--- config.mk ---
export PLATFORM = sky130hd
export DESIGN_NAME = aes_byte_serial_stub
export DESIGN_NICKNAME = d
export VERILOG_FILES = /design/src/rtl/aes_byte_serial_stub.sv
export SDC_FILE = /design/constraint.sdc
export NUM_CORES = 1
export LEC_CHECK = 0
export CAP_MARGIN = 20
export CORE_UTILIZATION = 52
export CTS_CLUSTER_SIZE = 8
export DETAILED_ROUTE_END_ITERATION = 16
export PLACE_DENSITY = 0.75
export SLEW_MARGIN = 0
export SYNTH_ARGS = -nofsm -noshare
export SYNTH_HDL_FRONTEND = slang
export SYNTH_SLANG_ARGS = --single-unit
--- constraint.sdc ---
create_clock -name clk -period 18.41 [get_ports clk]
set_input_delay 2.7615 -clock clk [delete_from_list [all_inputs] [get_ports clk]]
set_output_delay 2.7615 -clock clk [all_outputs]
set_load 0.01 [all_outputs]
--- src/rtl/aes_byte_serial_stub.sv ---
// aes_byte_serial_stub: behavioural stand-in for the byte-serial AES core.
// Captures 16 plaintext/key bytes after a start strobe, idles for LATENCY
// cycles, then pulses done_o and streams pt^key (MSB first) on ct_o.
// Optional feature: define AES_STUB_CHAIN_EN to XOR each result with the
// previous one (chain_reg), so identical requests alternate their output.
module aes_byte_serial_stub #(
  parameter int LATENCY = 20
) (
  input  logic       clk,
  input  logic       rst,
  input  logic       start_i,
  input  logic [7:0] pt_i,
  input  logic [7:0] key_i,
  output logic       done_o,
  output logic [7:0] ct_o,
  output logic       busy_o
);

  typedef enum logic [1:0] {IDLE, LOAD, WAIT, OUT} state_t;

  // WAIT counts down from LATENCY-1 so it lasts exactly LATENCY cycles.
  localparam logic [7:0] LAT_INIT = (LATENCY > 0) ? 8'(LATENCY - 1) : 8'd0;

  state_t       state;
  logic [3:0]   byte_cnt;
  logic [7:0]   lat_cnt;
  logic [127:0] pt_buf;
  logic [127:0] key_buf;
  logic [127:0] pt_nxt;
  logic [127:0] key_nxt;
  logic [127:0] res_nxt;
`ifdef AES_STUB_CHAIN_EN
  logic [127:0] chain_reg;
`endif

  // Byte idx of a 128-bit word, byte 0 being bits [127:120].
  function automatic logic [7:0] byte_sel(input logic [127:0] v, input logic [3:0] idx);
    logic [127:0] sh;
    sh = v << {idx, 3'b000};
    return sh[127:120];
  endfunction

  // Buffer contents as they will be after this edge; lets the first result
  // byte be registered on the same edge that captures the last input byte.
  always_comb begin
    pt_nxt  = pt_buf;
    key_nxt = key_buf;
    if (state == LOAD) begin
      pt_nxt  = {pt_buf[119:0], pt_i};
      key_nxt = {key_buf[119:0], key_i};
    end
`ifdef AES_STUB_CHAIN_EN
    res_nxt = pt_nxt ^ key_nxt ^ chain_reg;
`else
    res_nxt = pt_nxt ^ key_nxt;
`endif
  end

  // Protocol FSM with registered done/ct/busy outputs.
  always_ff @(posedge clk or posedge rst) begin
    if (rst) begin
      state     <= IDLE;
      byte_cnt  <= 4'd0;
      lat_cnt   <= 8'd0;
      pt_buf    <= '0;
      key_buf   <= '0;
`ifdef AES_STUB_CHAIN_EN
      chain_reg <= '0;
`endif
      done_o    <= 1'b0;
      ct_o      <= 8'h00;
      busy_o    <= 1'b0;
    end else begin
      done_o <= 1'b0;
      ct_o   <= 8'h00;
      case (state)
        IDLE: begin
          if (start_i) begin
            state    <= LOAD;
            byte_cnt <= 4'd0;
            busy_o   <= 1'b1;
          end
        end
        LOAD: begin
          pt_buf   <= pt_nxt;
          key_buf  <= key_nxt;
          byte_cnt <= byte_cnt + 4'd1;
          if (byte_cnt == 4'd15) begin
            lat_cnt  <= LAT_INIT;
            byte_cnt <= 4'd0;
            if (LATENCY > 0) begin
              state <= WAIT;
            end else begin
              state  <= OUT;
              done_o <= 1'b1;
              ct_o   <= byte_sel(res_nxt, 4'd0);
            end
          end
        end
        WAIT: begin
          if (lat_cnt == 8'd0) begin
            state    <= OUT;
            byte_cnt <= 4'd0;
            done_o   <= 1'b1;
            ct_o     <= byte_sel(res_nxt, 4'd0);
          end else begin
            lat_cnt <= lat_cnt - 8'd1;
          end
        end
        OUT: begin
          if (byte_cnt == 4'd15) begin
            state    <= IDLE;
            byte_cnt <= 4'd0;
            busy_o   <= 1'b0;
`ifdef AES_STUB_CHAIN_EN
            chain_reg <= res_nxt;
`endif
          end else begin
            byte_cnt <= byte_cnt + 4'd1;
            ct_o     <= byte_sel(res_nxt, byte_cnt + 4'd1);
          end
        end
        default: state <= IDLE;
      endcase
    end
  end

endmodule

==> impl_metrics.yaml, run 1 <==
status:
  status: "complete, but fails checks"
  violations: "DRC"
yosys:
  synthTopCellsByArea: "dfrtp_1 (50%), mux2_2 (21%), xnor2_1 (4.5%)"
  yosysSeqAreaShare_pct: 49.8
  synthFlopType: "dfrtp_1"
  async_flop_share_pct: 100
  yosysWarnings: 0
  yosys.area.top_type: "dfrtp_1"
  synth.distinct_cells: 60
  syn_avg_cell_area_um2: 12.2
  synth_cells: 1151
  synth_fp_nets: 1178
  synth_edf_count: 0
  yosys.area.top_type_share_pct: 49.8
  netlist_area_um2: 14100
  ys_ff_latch: 280
power:
  leakage_nw: 7.31
  peakVddDrop_mv: 0.123
  p_per_area_nw_per_um2: 167
  p_total_mw: 2.60
final_layout:
  n_antenna_cell: 0
  layout_common_cells: "dfrtp_1 (279), mux2_2 (257), nand2_1 (94), xnor2_1 (73), xor2_1 (69)"
  final_util_pct: 59.2
  fill_cells: 2122
  areaGrowthSynthToFinish_pct: 10.6
  final_common_cell: "dfrtp_1"
  nNetsFinal: 1187
  drive_above_1_share_pct: 28.7
die:
  num_rows: 59
  core_area_um2: 26300
  fp.dieW_um: 166
  initial_core_util_pct: 53.5
  fp.dieArea_um2: 27700
  io_pins: 29
  die_h_um: 166
global_route:
  overflow: 0
  grt_pass1_vias: 8838
  grt_pass1_wl_mm: 47.1
  gr-usage-all-layers_pct: 21.3
  antenna_found_initial: 0
  grt_max_degree: 170
clock_network:
  cts-resized-gates: 0
  clock-sinks: 280
  cts.path.max_buffers: 3
  htreeDepth: 2
  cts_hold_buf: 0
  post_cts_buffers: 0
  cts_tree: "done"
  clkSlewWorstSetupHoldPaths_ns: 0.05
  cts-root-buf: "clkbuf_16"
  numCtsBuffers: 40
  clk_latency_ns: 0.52
timing:
  slew_violations: 0
  setup_ws_ns: 14.01
  setup_violations: 0
  rsz0062_at_grt: "false"
  hold_viol: 0
  relSlewSlack_pct: 26.0
  fin_setup_tns_ns: 0
  tightest_slew_ns: 1.11
  fin_crit_sh_pct: 23.9
  finClkSkew_ns: 0.0102
  fmax_mhz: 227
  fin_crit_ns: 4.40
worst_setup_path:
  endpoint_kind: "asynchronous set/reset pin"
  critPathMaxStageDelay_ns: 0.84
  crit_fanout: 131
  path_cells: "clkdlybuf4s50_1 -> inv_8 -> buf_4"
  r2r-start: "state[1]"
  critical_path_class: "input pin to asynchronous set/reset pin"
  crit_start: "rst"
  cp-start-kind: "input pin"
  slowest_stage: "buf_4"
  crit_required_ns: 18.92
  worstPathArrival_ns: 4.91
route:
  drt_iter0_markers: 670
  firstDrtPassIters: 11
  num_vias: 8841
  ant_nets: 0
  viasPerCell: 5.91
  drc_errors: 2
  wl_per_cell_um: 19.2
  routed_wl_mm: 28.6
min_path:
  min_from: "pt_buf[123]"
  min-delay-path-class: "flop to flop"
placed_design:
  dpl.hpwl_mm: 18.0
  post-place-ws_ns: 13.38
  numPortBuffers: 28
  finalWeightedCongestion: 0.794
run:
  cap_violations: 0
-- registers in the layout, summed over array words and instances (netlist names) --
register,count
state,2
ct_o,8
done_o,1
pt_buf,128
key_buf,128
lat_cnt,8
busy_o,1
byte_cnt,4
-- cells by family after synthesis --
kind of cell	synth area share, %
AO/OA/AOI/OAI	6.92
XOR/XNOR	9.16
adder cells (fa/ha/maj)	0.712
buffers and inverters	2.65
flip-flops	49.8
multiplexers	23.9
AND/OR/NAND/NOR	6.84
-- report_power, final --
part           internal (mW)  total, mW  leakage [nW]  switching, mW
registers              0.763      0.900          3.71          0.137
clock network          0.388      0.630         0.506          0.242
logic                  0.509       1.07          3.09          0.562
-- path summary, 6_finish.rpt --
kind	to	slack [ns]	depth (start not counted)
max in group clk	ct_o[6]	14.13	1
min reg2reg	pt_buf[123]	0.52	1
min	pt_buf[123]	0.52	1
max reg2reg	ct_o[0]	14.66	8
max	key_buf[99]	14.01	3
min in group asynchronous	pt_buf[9]	2.79	2
-- per-stage QoR --
| stage | hold slack (ns) | instance area (um2) | instances |
|---|---|---|---|
| floorplan | 0.500 | 14100 | 1151 |
| global placement | 0.508 | 14500 | 1453 |
| detailed placement | 0.516 | 14500 | 1453 |
| CTS | 0.525 | 15500 | 1495 |
| global route | 0.534 | 15500 | 1495 |
| finish | 0.524 | 15500 | 1495 |
-- final cells by class --
class | instances | area, um2 | share of cell area [%]
sequential | 280 | 7010 | 45.1
clock buffer | 42 | 1030 | 6.62
timing repair buffer | 37 | 360 | 2.32
tap | 335 | 419 | 2.70
inverter | 8 | 37.5 | 0.241
multi-input combinational | 793 | 6700 | 43.1
-- Yosys cell counts (6+ instances only) --
| library cell | count |
|---|---|
| o221ai_1 | 7 |
| buf_2 | 43 |
| ha_1 | 8 |
| o22ai_1 | 11 |
| nand3_1 | 33 |
| o21ai_0 | 21 |
| dfrtp_1 | 280 |
| mux4_2 | 15 |
| nor3_1 | 6 |
| mux2i_1 | 6 |
| a21oi_1 | 38 |
| mux2_2 | 257 |
| and3_1 | 8 |
| a211oi_1 | 17 |
| nand2b_1 | 9 |
| nor2_1 | 45 |
| clkbuf_1 | 16 |
| o211ai_1 | 12 |
| inv_1 | 7 |
| a31oi_1 | 6 |
| xnor2_1 | 73 |
| xor2_1 | 69 |
| nand2_1 | 94 |
-- layer usage --
metal  track usage [%]  part of all wire (%)  wire [um]  vias to the layer above
met1              29.2                    44      12700                     4442
li1                  -                     -          -                     4101
met3              3.33                   5.0       1430                       71
met2              34.1                    48      13700                      227
met4              8.53                   3.0        863                        0
met5                 0                     0          0                        -
-- worst max-delay path: cells and delay by family --
kind / cells / cell delay, ns
buffers and inverters: 3 / 1.92
Note: power is estimated with default switching activity, not from simulation.
==> run 2, diff against run 1 <==
==> constraint.sdc (replaced) <==
create_clock -name clk -period 4.3 [get_ports clk]
set_input_delay 0.645 -clock clk [delete_from_list [all_inputs] [get_ports clk]]
set_output_delay 0.645 -clock clk [all_outputs]
set_load 0.01 [all_outputs]
==> run 2 against run 1 <==
The flow still finishes with violations (DRC). Sequential power grew to 4.3 times the previous value. Combinational power rose to 4.3 times the previous value. Clock power grew to 4.5 times the previous value. Sequential share of layout area shrank 0.59 points. Wire length rose by 1.2%. Hold slack worse by 0.021 ns. Non-clock buffer count up 12. Count of clock-buffer cells in the layout increased by 4. Register-to-register slack got worse by 14 ns. Clock skew grew 0.0083 ns. Global-route usage is 0.47 points higher. Power grew to 4.3 times the previous value. Highest routed layer unchanged.
==> impl_metrics.yaml, run 2 (synthesized netlist as in run 1, its figures left out) <==
status:
  status: "complete, but fails checks"
  violations: "DRC"
die:
  num_rows: 59
  fp.dieW_um: 166
  initial_core_util_pct: 53.5
  io_pins: 29
  core_area_um2: 26300
  fp.dieArea_um2: 27700
  die_h_um: 166
route:
  ant_nets: 0
  num_vias: 8899
  wl_per_cell_um: 19.2
  firstDrtPassIters: 13
  viasPerCell: 5.88
  routed_wl_mm: 29.0
  drc_errors: 1
  drt_iter0_markers: 641
clock_network:
  clk_latency_ns: 0.52
  cts-root-buf: "clkbuf_16"
  cts-resized-gates: 0
  cts.path.max_buffers: 3
  htreeDepth: 2
  post_cts_buffers: 0
  clock-sinks: 280
  clkSlewWorstSetupHoldPaths_ns: 0.05
  cts_tree: "done"
  cts_hold_buf: 0
  numCtsBuffers: 41
global_route:
  grt_max_degree: 82
  grt_pass1_wl_mm: 48.6
  antenna_found_initial: 0
  gr-usage-all-layers_pct: 21.8
  overflow: 0
  grt_pass1_vias: 9158
timing:
  fin_crit_sh_pct: 74.1
  rsz0062_at_grt: "false"
  tightest_slew_ns: 1.01
  finClkSkew_ns: 0.0185
  setup_ws_ns: 1.11
  hold_viol: 0
  setup_violations: 0
  slew_violations: 0
  fmax_mhz: 314
  fin_crit_ns: 3.19
  relSlewSlack_pct: 32.5
power:
  leakage_nw: 7.41
  peakVddDrop_mv: 0.349
  p_per_area_nw_per_um2: 716
final_layout:
  top_regs: "key_buf x128, pt_buf x128"
  layout_common_cells: "dfrtp_1 (279), mux2_2 (257), nand2_1 (94), xnor2_1 (73), xor2_1 (69)"
  areaGrowthSynthToFinish_pct: 12.1
  fill_cells: 2066
  fin_area_um2: 15800
  n_antenna_cell: 0
  nNetsFinal: 1200
  drive_above_1_share_pct: 29.5
  final_common_cell: "dfrtp_1"
  fin_cells: 1513
min_path:
  min-delay-path-class: "input pin to asynchronous set/reset pin"
worst_setup_path:
  cp-start-kind: "flop"
  r2r_cells: 7
  crit_fanout: 38
  worstPathArrival_ns: 3.62
  crit_required_ns: 4.73
  endpoint_kind: "flop"
  critical_path_class: "flop to flop"
placed_design:
  dpl.hpwl_mm: 19.3
  numPortBuffers: 28
  post-place-ws_ns: 1.30
  finalWeightedCongestion: 0.834
  dp_cells: 1464
  place_area_um2: 14600
run:
  cap_violations: 0
==> run 2: changes by cell type in the layout (fill, tap and decap cells not counted), sizes merged <==
cell      before  now
clkinv         0    1
clkinvlp       0    1
clkbuf        42   46
buf            9   21
==> run 2: where the power goes <==
group	switching, mW	total [mW]	internal (mW)
clock	1.08	2.83	1.75
sequential	0.599	3.87	3.27
combinational	2.38	4.58	2.21
==> run 2: path summary, 6_finish.rpt <==
kind,slack [ns],from,endpoint
setup / recovery,1.11,byte_cnt[0],ct_o[7]
hold / removal,0.50,rst,pt_buf[73]
setup reg to reg,1.11,byte_cnt[0],ct_o[7]
hold reg to reg,0.52,key_buf[125],key_buf[125]
max in group asynchronous,2.82,rst,byte_cnt[0]
min in group clk,0.52,key_buf[125],key_buf[125]
==> run 2: routing by layer <==
| metal | vias up | track usage (%) | share of wire [%] |
|---|---|---|---|
| met1 | 4471 | 29.6 | 45 |
| met3 | 57 | 3.90 | 4.8 |
| met2 | 246 | 35.1 | 48 |
| li1 | 4125 | - | - |
| met4 | 0 | 8.05 | 2.8 |
| met5 | - | 0 | 0 |
==> run 2: layout make-up <==
cell class | count | area (um2) | share of cell area [%]
Inverter | 8 | 33.8 | 0.214
Tap cell | 335 | 419 | 2.66
Timing Repair Buffer | 49 | 500 | 3.18
Clock buffer | 46 | 1090 | 6.90
Sequential cell | 280 | 7010 | 44.5
Multi-Input combinational cell | 793 | 6690 | 42.5
Clock inverter | 2 | 17.5 | 0.111
==> run 2: per-stage QoR <==
stage	hold slack, ns	utilization [%]	power [mW]	setup TNS [ns]
3_5_place_dp	0.514	55.7	8.44	0
3_3_place_gp	0.509	55.7	8.31	0
5_1_grt	0.526	60.0	12.0	0
2_1_floorplan	0.500	-	7.45	-14.65
4_1_cts	0.524	59.9	11.3	0
6_report	0.502	60.0	11.3	0
==> run 2: worst max-delay path: stages, from the launching register on <==
cell       delay (ns)
dfrtp_2          0.80
buf_4            0.41
nand2b_1         0.43
and2_1           0.48
a211oi_1         0.14
a2111oi_0        0.57
a21oi_1          0.12
o211ai_1         0.14
